--- src/rtl/gcm_host_seq.sv ---
// gcm_host_seq: host-side sequencer for an AES-GCM core.
// Latches a command and walks the core through hash-key setup, AAD blocks,
// data blocks (one outstanding at a time), the length block, and tag capture.
// Optional build macro: GCM_HOST_SEQ_TAG_CHECK_EN adds iExpTag/oAuthFail, a
// tag comparison reported in DONE for decrypt operations.
module gcm_host_seq (
    input  logic         iClk,
    input  logic         iRstn,
    // Command
    input  logic         iStart,
    input  logic         iEncdec,
    input  logic         iKeylen,
    input  logic [0:255] iKey,
    input  logic [0:95]  iIV,
    input  logic [7:0]   iAadCnt,
    input  logic [7:0]   iBlkCnt,
`ifdef GCM_HOST_SEQ_TAG_CHECK_EN
    input  logic [0:127] iExpTag,
`endif
    // Upstream data
    input  logic [0:127] iData,
    input  logic         iData_valid,
    output logic         oData_ready,
    // Core-facing
    output logic         oInit,
    output logic         oEncdec,
    output logic         oOpMode,
    output logic         oKeylen,
    output logic [0:255] oKey,
    output logic         oKey_valid,
    output logic [0:95]  oIV,
    output logic         oIV_valid,
    output logic [0:127] oAad,
    output logic         oAad_valid,
    output logic         oAad_last,
    output logic [0:127] oBlock,
    output logic         oBlock_valid,
    output logic         oBlock_last,
    input  logic         iCoreReady,
    input  logic [0:127] iResult,
    input  logic         iResult_valid,
    input  logic [0:127] iTag,
    input  logic         iTag_valid,
    // Downstream
    output logic [0:127] oOut,
    output logic         oOut_valid,
    output logic [0:127] oTagOut,
`ifdef GCM_HOST_SEQ_TAG_CHECK_EN
    output logic         oAuthFail,
`endif
    output logic         oDone,
    output logic         oBusy
);

    typedef enum logic [2:0] {
        StIdle,
        StHkey,
        StAad,
        StData,
        StWres,
        StTagw,
        StDone
    } state_e;

    state_e       r_state;
    state_e       w_state_nxt;

    logic         r_encdec;
    logic         r_keylen;
    logic [0:255] r_key;
    logic [0:95]  r_iv;
    logic         r_hkey_first;
    logic [7:0]   r_aad_cnt;   // AAD blocks still to accept
    logic [7:0]   r_blk_cnt;   // data blocks still to send
    logic [7:0]   r_aad_tot;   // latched totals, feed the length block
    logic [7:0]   r_blk_tot;
    logic [0:127] r_tag_out;

    logic         w_start;
    logic         w_aad_hs;
    logic         w_blk_hs;
    logic [0:127] w_len_blk;

    assign w_start  = (r_state == StIdle) && iStart;
    // Zero-count cycles never accept data, so a handshake needs a nonzero count.
    assign w_aad_hs = (r_state == StAad) && (r_aad_cnt != 8'd0) && iData_valid;
    assign w_blk_hs = (r_state == StData) && (r_blk_cnt != 8'd0) && iCoreReady && iData_valid;

    // Bit lengths: count * 128, zero-extended into two 64-bit fields.
    assign w_len_blk = {49'd0, r_aad_tot, 7'd0, 49'd0, r_blk_tot, 7'd0};

    // State register
    always_ff @(posedge iClk) begin
        if (!iRstn) begin
            r_state <= StIdle;
        end else begin
            r_state <= w_state_nxt;
        end
    end

    // Next-state logic
    always_comb begin
        w_state_nxt = r_state;
        case (r_state)
            StIdle: begin
                if (iStart) begin
                    w_state_nxt = StHkey;
                end
            end
            StHkey: begin
                // Core readiness is only honoured after the key/IV strobe cycle.
                if (!r_hkey_first && iCoreReady) begin
                    w_state_nxt = StAad;
                end
            end
            StAad: begin
                if (r_aad_cnt == 8'd0) begin
                    w_state_nxt = StData;
                end else if (w_aad_hs && (r_aad_cnt == 8'd1)) begin
                    w_state_nxt = StData;
                end
            end
            StData: begin
                if (r_blk_cnt == 8'd0) begin
                    w_state_nxt = StTagw;
                end else if (w_blk_hs) begin
                    w_state_nxt = StWres;
                end
            end
            StWres: begin
                if (iResult_valid) begin
                    w_state_nxt = (r_blk_cnt != 8'd0) ? StData : StTagw;
                end
            end
            StTagw: begin
                if (iTag_valid) begin
                    w_state_nxt = StDone;
                end
            end
            StDone: begin
                w_state_nxt = StIdle;
            end
            default: begin
                w_state_nxt = StIdle;
            end
        endcase
    end

    // Output decode
    always_comb begin
        oInit        = 1'b0;
        oKey_valid   = 1'b0;
        oIV_valid    = 1'b0;
        oData_ready  = 1'b0;
        oAad         = iData;
        oAad_valid   = 1'b0;
        oAad_last    = 1'b0;
        oBlock_valid = 1'b0;
        oBlock_last  = 1'b0;
        oOut_valid   = 1'b0;
        oDone        = 1'b0;
        oBusy        = (r_state != StIdle);
        case (r_state)
            StIdle: begin
                oBusy = 1'b0;
            end
            StHkey: begin
                oInit      = 1'b1;
                oKey_valid = r_hkey_first;
                oIV_valid  = r_hkey_first;
            end
            StAad: begin
                oInit = 1'b1;
                if (r_aad_cnt == 8'd0) begin
                    // No AAD: a bare last marker tells the core to move on.
                    oAad_last = 1'b1;
                end else begin
                    oData_ready = 1'b1;
                    oAad_valid  = w_aad_hs;
                    oAad_last   = w_aad_hs && (r_aad_cnt == 8'd1);
                end
            end
            StData: begin
                oInit = 1'b1;
                if (r_blk_cnt == 8'd0) begin
                    oBlock_last = 1'b1;
                end else begin
                    oData_ready  = iCoreReady;
                    oBlock_valid = w_blk_hs;
                    oBlock_last  = w_blk_hs && (r_blk_cnt == 8'd1);
                end
            end
            StWres: begin
                oInit      = 1'b1;
                oOut_valid = iResult_valid;
            end
            StTagw: begin
                oInit = 1'b1;
                oAad  = w_len_blk;
            end
            StDone: begin
                oDone = 1'b1;
            end
            default: begin
                oBusy = 1'b0;
            end
        endcase
    end

    // Control registers: command latch, counters, captured tag
    always_ff @(posedge iClk) begin
        if (!iRstn) begin
            r_encdec     <= 1'b0;
            r_keylen     <= 1'b0;
            r_hkey_first <= 1'b0;
            r_aad_cnt    <= 8'd0;
            r_blk_cnt    <= 8'd0;
            r_aad_tot    <= 8'd0;
            r_blk_tot    <= 8'd0;
            r_tag_out    <= '0;
        end else begin
            r_hkey_first <= w_start;
            if (w_start) begin
                r_encdec  <= iEncdec;
                r_keylen  <= iKeylen;
                r_aad_cnt <= iAadCnt;
                r_blk_cnt <= iBlkCnt;
                r_aad_tot <= iAadCnt;
                r_blk_tot <= iBlkCnt;
            end
            if (w_aad_hs) begin
                r_aad_cnt <= r_aad_cnt - 8'd1;
            end
            if (w_blk_hs) begin
                r_blk_cnt <= r_blk_cnt - 8'd1;
            end
            if ((r_state == StTagw) && iTag_valid) begin
                r_tag_out <= iTag;
            end
        end
    end

    // Key and IV are payload only and carry no reset
    always_ff @(posedge iClk) begin
        if (w_start) begin
            r_key <= iKey;
            r_iv  <= iIV;
        end
    end

`ifdef GCM_HOST_SEQ_TAG_CHECK_EN
    logic [0:127] r_exp_tag;

    // Expected tag is payload, latched with the command
    always_ff @(posedge iClk) begin
        if (w_start) begin
            r_exp_tag <= iExpTag;
        end
    end

    // Only decrypt is authenticated against a supplied tag
    assign oAuthFail = (r_state == StDone) && !r_encdec && (r_tag_out != r_exp_tag);
`endif

    assign oEncdec = r_encdec;
    assign oKeylen = r_keylen;
    assign oOpMode = 1'b0;
    assign oKey    = r_key;
    assign oIV     = r_iv;
    assign oBlock  = iData;
    assign oOut    = iResult;
    assign oTagOut = r_tag_out;

endmodule
--- config.mk ---
export PLATFORM = sky130hd
export DESIGN_NAME = gcm_host_seq
export DESIGN_NICKNAME = d
export VERILOG_FILES = /design/src/rtl/gcm_host_seq.sv
export SDC_FILE = /design/constraint.sdc
export NUM_CORES = 1
export LEC_CHECK = 0
export ABC_AREA = 0
export CORE_AREA = 2 2 636 638
export DETAILED_ROUTE_END_ITERATION = 8
export DIE_AREA = 0 0 638 640
export PLACE_DENSITY = 0.31
export SETUP_SLACK_MARGIN = 0.3
export SLEW_MARGIN = 20
export SYNTH_ARGS = -nofsm -noshare
export SYNTH_HDL_FRONTEND = slang
export SYNTH_SLANG_ARGS = --single-unit
--- constraint.sdc ---
create_clock -name iClk -period 4.3 [get_ports iClk]
set_clock_uncertainty 0.05 [all_clocks]
set_input_delay 0.86 -clock iClk [delete_from_list [all_inputs] [get_ports iClk]]
set_output_delay 0.86 -clock iClk [all_outputs]
set_load 0.01 [all_outputs]
==> impl_results.md <==
- GRT Total Usage: about an eighth
- Routed vias/inst: 2.21
- Vias in the first global route: 18200
- Worst Hold Class: flip-flop to flip-flop
- Netlist Area Pre-Place: 19900 um^2
- Fin crit period: 3.84 ns
- R2r setup slk: 1.49 ns
- Setup-violating endpoint count in the final report: 0
- Unrepaired setup endpoints after global routing: false
- Synth cell count leaders: 353 x nand2_1, 352 x edfxtp_1, 270 x buf_4
- Syn_nets: 2360
- Port bufs: 1381
- Critical path startpoint category: primary input
- Final worst-path setup slack: 0.465 ns
- Remaining DRCs: 0
- Crit path required time: 3.39 ns
- Synth Instances: approximately 1600
- Antenna Violating Nets Remaining: 0
- Netlist cell types: 59
- Initial antenna violation count: 190
- Die area: a little over 400000 um^2
- Ranking of synthesized cells by area: edfxtp_1 53%, dfxtp_1 17%, buf_4 10%
- Most common cell in the netlist: nand2_1
- First-pass GRT wire length: 303000 um
- Largest net degree at the start of global routing: 96
- Die height: 640 um
- Setup Total Neg Slack: 0 ns
- Layout area overhead: 106%
- Share of cells above drive strength 1: 6.69%
- CTS sink count: just over 500
- Die Wd: 638 um
- WP data arrival: 2.93 ns
- Core area: between 400000 and 500000 um^2
- Power Density: around 430 nW/um^2
- Relative slew slack: 39.1%
- Slew @ Worst Pin: 0.913 ns
- Iter 0 DRT Violations: 978
- Post-synth EDFFs: 352
- H-Tree Depth: 3
- Seq/Total Area, Yosys: 69.8%
- Tcrit/Tclk final: a little under 90%
- Worst-Skew Late Latency: 0.68 ns
- Place WS: between 0.4 and 0.5 ns
- Leak: approximately 13 nW
- Main flop type after synthesis: edfxtp_1
- Synth async-reset ratio: 0%
- Flops & latches, synth: 518
- WL final: 263000 um
- Peak supply drop: 280 uV
- Post-synth top area share: between 50% and 60%
- WS Path Type: primary input to output port
- DRT Pass-1 Iters: 5
- Dpl hpwl: 233000 um
- Post-DR wirelength/cell: 32.3 um
- CP Max Fanout: 9
- Ys Warns: 0
- Total CTS buffers: 75
- Clock Path Buffers: 3
- Num ports: roughly 1600
- Row Count: 233
- GP Congestion: 0.853
- Post-Syn Area per Cell: 12.5 um^2
- Starting Density: 4.96%
- CTS tree: built
- F_max: 261 MHz
- Final Hold Viols: 0
- Root buf cell: clkbuf_16
- Most area-hungry cell type in the Yosys netlist: edfxtp_1
- Slew Limit Fails: 0
- Hold_buf cts: 0
- Worst-path clk slew: 0.06 ns
- Routed via count: 17900
- Gr ovfl total: 0
- Number of maximum-capacitance violations: 0
- CP endpoint kind: output port
- Outcome: complete, no violations
- NumNets Final: 3517
## stage by stage
step / hold WS, ns / utilization, % / power (mW) / cells / cell area (um^2)
floorplan: 0.387 / - / 8.01 / 1595 / 19900
global placement: 0.392 / 9.55 / 11.6 / 7958 / 38400
detailed placement: 0.396 / 9.55 / 11.6 / 7958 / 38400
CTS: 0.404 / 10.2 / 18.4 / 8098 / 40900
global route: 0.421 / 10.2 / 18.6 / 8108 / 41000
finish: 0.402 / 10.2 / 17.8 / 8123 / 41000
## final timing paths
kind,start,to,cells after the start
worst min register to register,oTagOut[109],oTagOut[109],2
worst max register to register,r_state[0],oTagOut[98],6
worst min-delay path,oTagOut[109],oTagOut[109],2
worst max-delay path,iData_valid,oAad_valid,5
## power by group
part	total (mW)	switching, mW	internal, mW
registers	6.66	0.382	6.28
clock network	6.52	2.71	3.80
logic	4.60	2.62	1.98
## logic make-up after synthesis
family                     count (synthesis)  share of synthesized area [%]
buffers and inverters                    348                           12.0
adders and majority gates                  4                          0.251
AOI/OAI and AO/OA                        197                           5.65
other                                      1                         0.0188
muxes                                      2                          0.107
and+or+nand+nor                          525                           12.2
DFF                                      518                           69.8
## per-layer routing
layer | routed length, um | global-route usage, %
met1 | 68500 | 9.34
met2 | 146000 | 24.6
met3 | 34900 | 7.37
met4 | 12800 | 4.89
met5 | 527 | 0
## cell type report
| type | count | area, um^2 |
|---|---|---|
| inverter | 15 | 87.6 |
| clock buffer | 99 | 2100 |
| clock inverter | 37 | 380 |
| sequential | 518 | 13900 |
| multi-input combinational | 729 | 3650 |
| timing repair buffer | 1413 | 14200 |
| fill | 45800 | 360000 |
| tap | 5287 | 6620 |
| antenna | 25 | 62.6 |
## cells in the final DEF (no fill, tap or decap), types with 8 or more instances in the layout
cell type	count
diode_2	25
edfxtp_1	352
clkdlybuf4s50_1	1369
buf_12	9
clkinv_1	14
a21oi_1	156
nand2_1	349
nand2_2	8
inv_1	12
a31oi_1	9
buf_4	33
clkbuf_1	15
and2_1	112
dfxtp_1	163
nand3_1	12
nor2_1	9
clkbuf_16	79
## worst max-delay path, stage by stage
cell and delay [ns]:
clkdlybuf4s50_1 0.62, and4bb_2 0.35, a21bo_2 0.28, inv_2 0.19, clkdlybuf4s50_1 0.61
## flip-flops by register name, summed over array words and instances, names as in the netlist
| register | count |
|---|---|
| oKey | 256 |
| oTagOut | 128 |
| oIV | 96 |
| r_aad_cnt | 8 |
| r_aad_tot | 8 |
| r_blk_cnt | 8 |
| r_blk_tot | 8 |
| r_state | 3 |
| oEncdec | 1 |
| oKeylen | 1 |
| r_hkey_first | 1 |
## timing repair
action                     CTS  global route
setup buffers                2             0
gates resized for setup      6             3
gates cloned                 2             0
setup endpoints to repair   19            15
pin swaps                    1             0
(Power assumes the default switching activity.)
